==> config.mk <==
export PLATFORM = sky130hd
export DESIGN_NAME = branch_target_buffer
export DESIGN_NICKNAME = d
export VERILOG_FILES = /design/src/rtl/bp_pkg.sv /design/src/rtl/bp_sat_counter.sv /design/src/rtl/branch_target_buffer.sv
export SDC_FILE = /design/constraint.sdc
export NUM_CORES = 2
export LEC_CHECK = 0
export CAP_MARGIN = 25
export CORE_ASPECT_RATIO = 1.2
export CORE_MARGIN = 5
export CORE_UTILIZATION = 50
export DETAILED_ROUTE_END_ITERATION = 10
export GPL_ROUTABILITY_DRIVEN = 0
export PLACE_DENSITY_LB_ADDON = 0.1
export SYNTH_ARGS = -nofsm -noshare
export SYNTH_HDL_FRONTEND = slang
export SYNTH_HIERARCHICAL = 1
export SYNTH_SLANG_ARGS = --single-unit
==> constraint.sdc <==
create_clock -name clk -period 11.8 [get_ports clk]
set_input_delay 2.36 -clock clk [delete_from_list [all_inputs] [get_ports clk]]
set_output_delay 2.36 -clock clk [all_outputs]
set_load 0.02 [all_outputs]
==> src/rtl/bp_pkg.sv <==
// ---------------------------------------------------------------------------
// bp_pkg : shared branch-predictor types, widths and counter helpers
// Rev 1.0
// ---------------------------------------------------------------------------
`default_nettype none

package bp_pkg;

  localparam int PC_W = 32;

  typedef enum logic [1:0] {
    CNT_SNT = 2'b00,
    CNT_WNT = 2'b01,
    CNT_WT  = 2'b10,
    CNT_ST  = 2'b11
  } cnt_e;

  function automatic logic [1:0] sat_inc(input logic [1:0] c);
    return (c == CNT_ST) ? c : c + 2'd1;
  endfunction

  function automatic logic [1:0] sat_dec(input logic [1:0] c);
    return (c == CNT_SNT) ? c : c - 2'd1;
  endfunction

endpackage

`default_nettype wire

==> src/rtl/bp_sat_counter.sv <==
// ---------------------------------------------------------------------------
// bp_sat_counter : next value of a 2-bit prediction counter for one update
// Rev 1.0
// ---------------------------------------------------------------------------
`default_nettype none

module bp_sat_counter
  import bp_pkg::*;
#(
  parameter logic [1:0] CNT_INIT = 2'b10
) (
  input  logic [1:0] cnt_cur,
  input  logic       hit,
  input  logic       taken,
  output logic [1:0] cnt_next
);

  // A miss only ever reaches the table when taken, so it always allocates.
  always_comb begin
    cnt_next = CNT_INIT;
    if (hit) begin
      cnt_next = taken ? sat_inc(cnt_cur) : sat_dec(cnt_cur);
    end
  end

endmodule

`default_nettype wire

==> src/rtl/branch_target_buffer.sv <==
// ---------------------------------------------------------------------------
// branch_target_buffer : direct-mapped BTB with 2-bit counters, IF lookup and
// EX resolution/training. Optional BTB_PERF_CNT_EN adds branch/miss counters.
// Rev 1.0
// ---------------------------------------------------------------------------
`default_nettype none

module branch_target_buffer
  import bp_pkg::*;
#(
  parameter int         IDX_W    = 6,
  parameter int         TAG_W    = 8,
  parameter logic [1:0] CNT_INIT = 2'b10
) (
  input  logic            clk,
  input  logic            rst_n,
  input  logic [PC_W-1:0] pcf_i,
  output logic            pred_taken_o,
  output logic [PC_W-1:0] pred_npc_o,
  input  logic            ex_valid_i,
  input  logic [PC_W-1:0] ex_pc_i,
  input  logic            ex_taken_i,
  input  logic [PC_W-1:0] ex_target_i,
  input  logic            ex_pred_i,
  input  logic [PC_W-1:0] ex_pred_npc_i,
  output logic            mispredict_o,
  output logic [PC_W-1:0] redirect_pc_o,
`ifdef BTB_PERF_CNT_EN
  output logic [31:0]     br_cnt_o,
  output logic [31:0]     miss_cnt_o,
`endif
  input  logic            inv_all_i
);

  localparam int ENTRIES = 2 ** IDX_W;

  logic             valid  [ENTRIES];
  logic [TAG_W-1:0] tag    [ENTRIES];
  logic [PC_W-1:0]  target [ENTRIES];
  logic [1:0]       cnt    [ENTRIES];

  logic [IDX_W-1:0] f_idx, e_idx;
  logic [TAG_W-1:0] f_tag, e_tag;
  logic             f_hit, e_hit;
  logic [PC_W-1:0]  actual_npc;
  logic [1:0]       cnt_next;
  logic             unused_pred;

  // PredE is carried for the pipeline; the NPC comparison alone decides mispredicts.
  assign unused_pred = ex_pred_i;

  assign f_idx = pcf_i[IDX_W+1:2];
  assign f_tag = pcf_i[IDX_W+TAG_W+1:IDX_W+2];
  assign f_hit = valid[f_idx] && (tag[f_idx] == f_tag);

  assign pred_taken_o = f_hit && cnt[f_idx][1];
  assign pred_npc_o   = pred_taken_o ? target[f_idx] : pcf_i + 32'd4;

  assign actual_npc    = ex_taken_i ? ex_target_i : ex_pc_i + 32'd4;
  assign mispredict_o  = ex_valid_i && (actual_npc != ex_pred_npc_i);
  assign redirect_pc_o = actual_npc;

  assign e_idx = ex_pc_i[IDX_W+1:2];
  assign e_tag = ex_pc_i[IDX_W+TAG_W+1:IDX_W+2];
  assign e_hit = valid[e_idx] && (tag[e_idx] == e_tag);

  bp_sat_counter #(
    .CNT_INIT (CNT_INIT)
  ) u_upd_cnt (
    .cnt_cur  (cnt[e_idx]),
    .hit      (e_hit),
    .taken    (ex_taken_i),
    .cnt_next (cnt_next)
  );

  always_ff @(posedge clk or negedge rst_n) begin
    if (!rst_n) begin
      for (int i = 0; i < ENTRIES; i++) begin
        valid[i]  <= 1'b0;
        tag[i]    <= '0;
        target[i] <= '0;
        cnt[i]    <= CNT_WNT;
      end
    end else if (inv_all_i) begin
      for (int i = 0; i < ENTRIES; i++) begin
        valid[i] <= 1'b0;
      end
    end else if (ex_valid_i && (e_hit || ex_taken_i)) begin
      // Hit-not-taken rewrites the same tag, so the entry stays valid.
      valid[e_idx] <= 1'b1;
      tag[e_idx]   <= e_tag;
      cnt[e_idx]   <= cnt_next;
      if (ex_taken_i) begin
        target[e_idx] <= ex_target_i;
      end
    end
  end

`ifdef BTB_PERF_CNT_EN
  logic [31:0] br_cnt, miss_cnt;

  always_ff @(posedge clk or negedge rst_n) begin
    if (!rst_n) begin
      br_cnt   <= '0;
      miss_cnt <= '0;
    end else begin
      if (ex_valid_i)   br_cnt   <= br_cnt + 32'd1;
      if (mispredict_o) miss_cnt <= miss_cnt + 32'd1;
    end
  end

  assign br_cnt_o   = br_cnt;
  assign miss_cnt_o = miss_cnt;
`endif

endmodule

`default_nettype wire

==> flow_summary.toml <==
[clock_network]
clk_pin_slew_worst_paths_ns = 0.06
cts-resized-gates = 0
h-tree-depth = 5
cts_tree = "done"
cts_setup_buffers = 0
clk_latency_ns = 0.88
cts-hold-fix-buffers = 0
cts_buffer_depth = 4
cts_buffers = 297
ctsRootBufferMaster = "clkbuf_16"
clkSinkCount = 2752

[logic_synthesis]
yosysWarnings = 6
syn_nets = 8822
synth.top_cell.area_share = 0.509
ys_types = 73
seq_area_frac_synth = 0.521
syn_inst = 8686
synth_seq_cells = 2752
ys.flop_type = "dfrtp_1"
synth_top_area_cell = "dfrtp_1"
synth.avg_cell_area_um2 = 15.2
async_flop_share = 1.00
synth_edf_count = 0
netlist_area_um2 = 132000
synthTopCellsByArea = "dfrtp_1, mux2_2, mux4_2, clkbuf_1, dfstp_2"

[hold_path]
holdPathStages = 1
hold_end = "target[1598]"
hold_path_class = "flip-flop to flip-flop"
worstHoldStart = "target[1598]"

[drt]
drt_drc_violations_left = 0
vias = 81500
post_drt_wl_per_cell_um = 35.9
routed-wl-met3_um = 30200
routed_wl_um = 441000
top_layer = "met5"
dr.pass1.iters = 10
wl_met1_um = 174000
wl_met2_um = 207000
via_per_inst = 6.64
detail-route-antenna-nets = 0
drt_iter0_drc = 7870

[cells_and_area]
nets = 8743
area_delta_synth_final_pct = 11.8
final_area_um2 = 148000
layout_common_cells = "mux2_2, dfrtp_1, mux4_2, clkbuf_16, buf_4"
layout_commonest_cell = "mux2_2"
drive_gt1_frac = 0.522

[timing]
tns_ns = 0
slew_headroom = 0.200
rsz0062_at_grt = "false"
tightest_slew_ns = 1.20
setup_ws_ns = 1.54
slew_viol_final = 0
finalCriticalPeriod_ns = 10.26
fmax_mhz = 97.5
setup_viol = 0
hold_viol = 0
post-route-period-util = 0.869
clock-skew-final_ns = 0.0517

[grt]
grt.overflow.total = 0
track_usage = 0.319
grt_first_pass_wirelength_um = 635000
antenna_found_initial = 22
grt_pass1_vias = 85000
grt_max_degree = 183

[worst_setup_path]
cp-end-kind = "output port"
cp_max_fo = 23
critPathLaunchType = "input pin"
slowest_delay_ns = 0.76
timing.rr.end = "tag[485]"
ff2ff_path_depth = 11
critPathMostFrequentCell = "nand3_1"
path_cells = "buf_4 -> nand2_1 -> nor3_1 -> and2_1 -> nand3_1 -> nor2_1 -> nand3_1 -> nor3_1 -> nand3_1 -> xnor2_1 -> mux2_2 -> clkdlybuf4s50_1"
criticalPathCategory = "input pin to output port"
critPathRequiredTime_ns = 9.44
cp_data_arrival_time_ns = 7.90
cp_slowest_cell = "nor2_1"
rrSetupSlack_ns = 6.59
r2r_start = "tag[325]"

[place]
dp_hpwl_um = 263000
place_ws_ns = 1.88
numPortBuffers = 198
dpl-instance-area_um2 = 138000

[power_and_ir_drop]
vdd_drop_max_mv = 0.117
powerDensity_nw_per_um2 = 146
clkPwrFrac = 0.437
pwr-share-seq = 0.469
p_sw_mw = 5.30
sw_frac_of_total = 0.246
internal_power_mw = 16.3
p_leak_nw = 68.7
pwr-share-comb = 0.094

[floorplan]
die_area_um2 = 275000
dieHeight_um = 573
std_cell_rows = 206
core_region_area_um2 = 263000
start_util = 0.503
num_io_pins = 200
fp.dieW_um = 479

[status]
status = "finished clean"

[flow_run]
cap_violations = 0
worst max-delay path, delay by kind of cell:
| family | cells | cell delay, ns |
|---|---|---|
| xor gates and xnor gates | 1 | 0.71 |
| buffers and inverters | 2 | 1.24 |
| muxes | 1 | 0.46 |
| and+or+nand+nor | 8 | 3.04 |
through the flow:
step           power [mW]  instances  hold slack, ns   util
2_1_floorplan        11.4       8686           0.466      -
3_3_place_gp         12.2      11700           0.481  0.524
3_5_place_dp         12.3      11700           0.487  0.524
4_1_cts              21.7      12200           0.500  0.561
5_1_grt              22.3      12300           0.507  0.562
6_report             21.6      12300           0.499  0.562
cells by family after synthesis:
group | synth area share
buf+inv | 0.0278
fa+ha+maj | 0.000189
compound gates | 0.0313
xor+xnor | 0.00762
simple gates | 0.0246
mux | 0.387
flops | 0.521
area by class of cell:
cell class	instances	area [um2]
inverter	36	143
multi-input combinational	5020	60200
clock buffer	449	8820
antenna	21	52.6
timing repair buffer	500	4540
sequential	2752	68900
clock inverter	73	868
tap	3432	4290
fill	20800	115000
state kept, by name, indices dropped and copies added (netlist names):
register,cells
target,2048
tag,512
cnt,128
valid,64
per-layer routing:
layer,GRT usage,up-vias
met5,0,-
met4,0.178,12
li1,-,32600
met3,0.0608,1074
met2,0.502,3286
met1,0.419,44600
cell usage after synthesis, types with 10 or more instances:
library cell / number
nor3_4: 37
a211oi_1: 12
a22o_1: 22
buf_1: 174
nand4_1: 21
a22oi_1: 82
nor2b_1: 12
buf_4: 11
mux4_2: 834
o22ai_1: 48
dfrtp_1: 2688
mux2i_1: 124
and3_1: 21
nand3_1: 60
xnor2_1: 69
a221o_1: 35
a21o_1: 24
dfstp_2: 64
mux2_2: 2768
nand2b_1: 14
buf_6: 13
and2_1: 10
xor2_1: 46
nor3_1: 44
o211ai_1: 27
o21ai_0: 101
o2bb2ai_1: 26
nor2_1: 104
a31oi_1: 18
buf_2: 86
a21oi_1: 65
nand2_1: 226
inv_1: 30
clkbuf_1: 593
a221oi_1: 62
how the worst max path moves through the flow:
stage	slack [ns]	depth (start not counted)	endpoint	start
2_1_floorplan	3.42	10	pred_npc_o[0]	pcf_i[2]
3_3_place_gp	1.76	12	pred_npc_o[31]	pcf_i[6]
3_5_place_dp	1.88	12	pred_npc_o[31]	pcf_i[6]
4_1_cts	1.85	12	pred_npc_o[31]	pcf_i[6]
5_1_grt	1.58	12	pred_npc_o[31]	pcf_i[6]
6_report	1.54	12	pred_npc_o[31]	pcf_i[6]
power groups by stage:
stage	combinational (mW)	sequential, mW	clock [mW]
global placement	1.97	10.2	0
floorplan	1.21	10.2	0
finish	2.03	10.1	9.44
CTS	2.01	10.1	9.60
global route	2.14	10.2	9.98
detailed placement	2.01	10.3	0
Note: power is estimated with default switching activity, not from simulation.
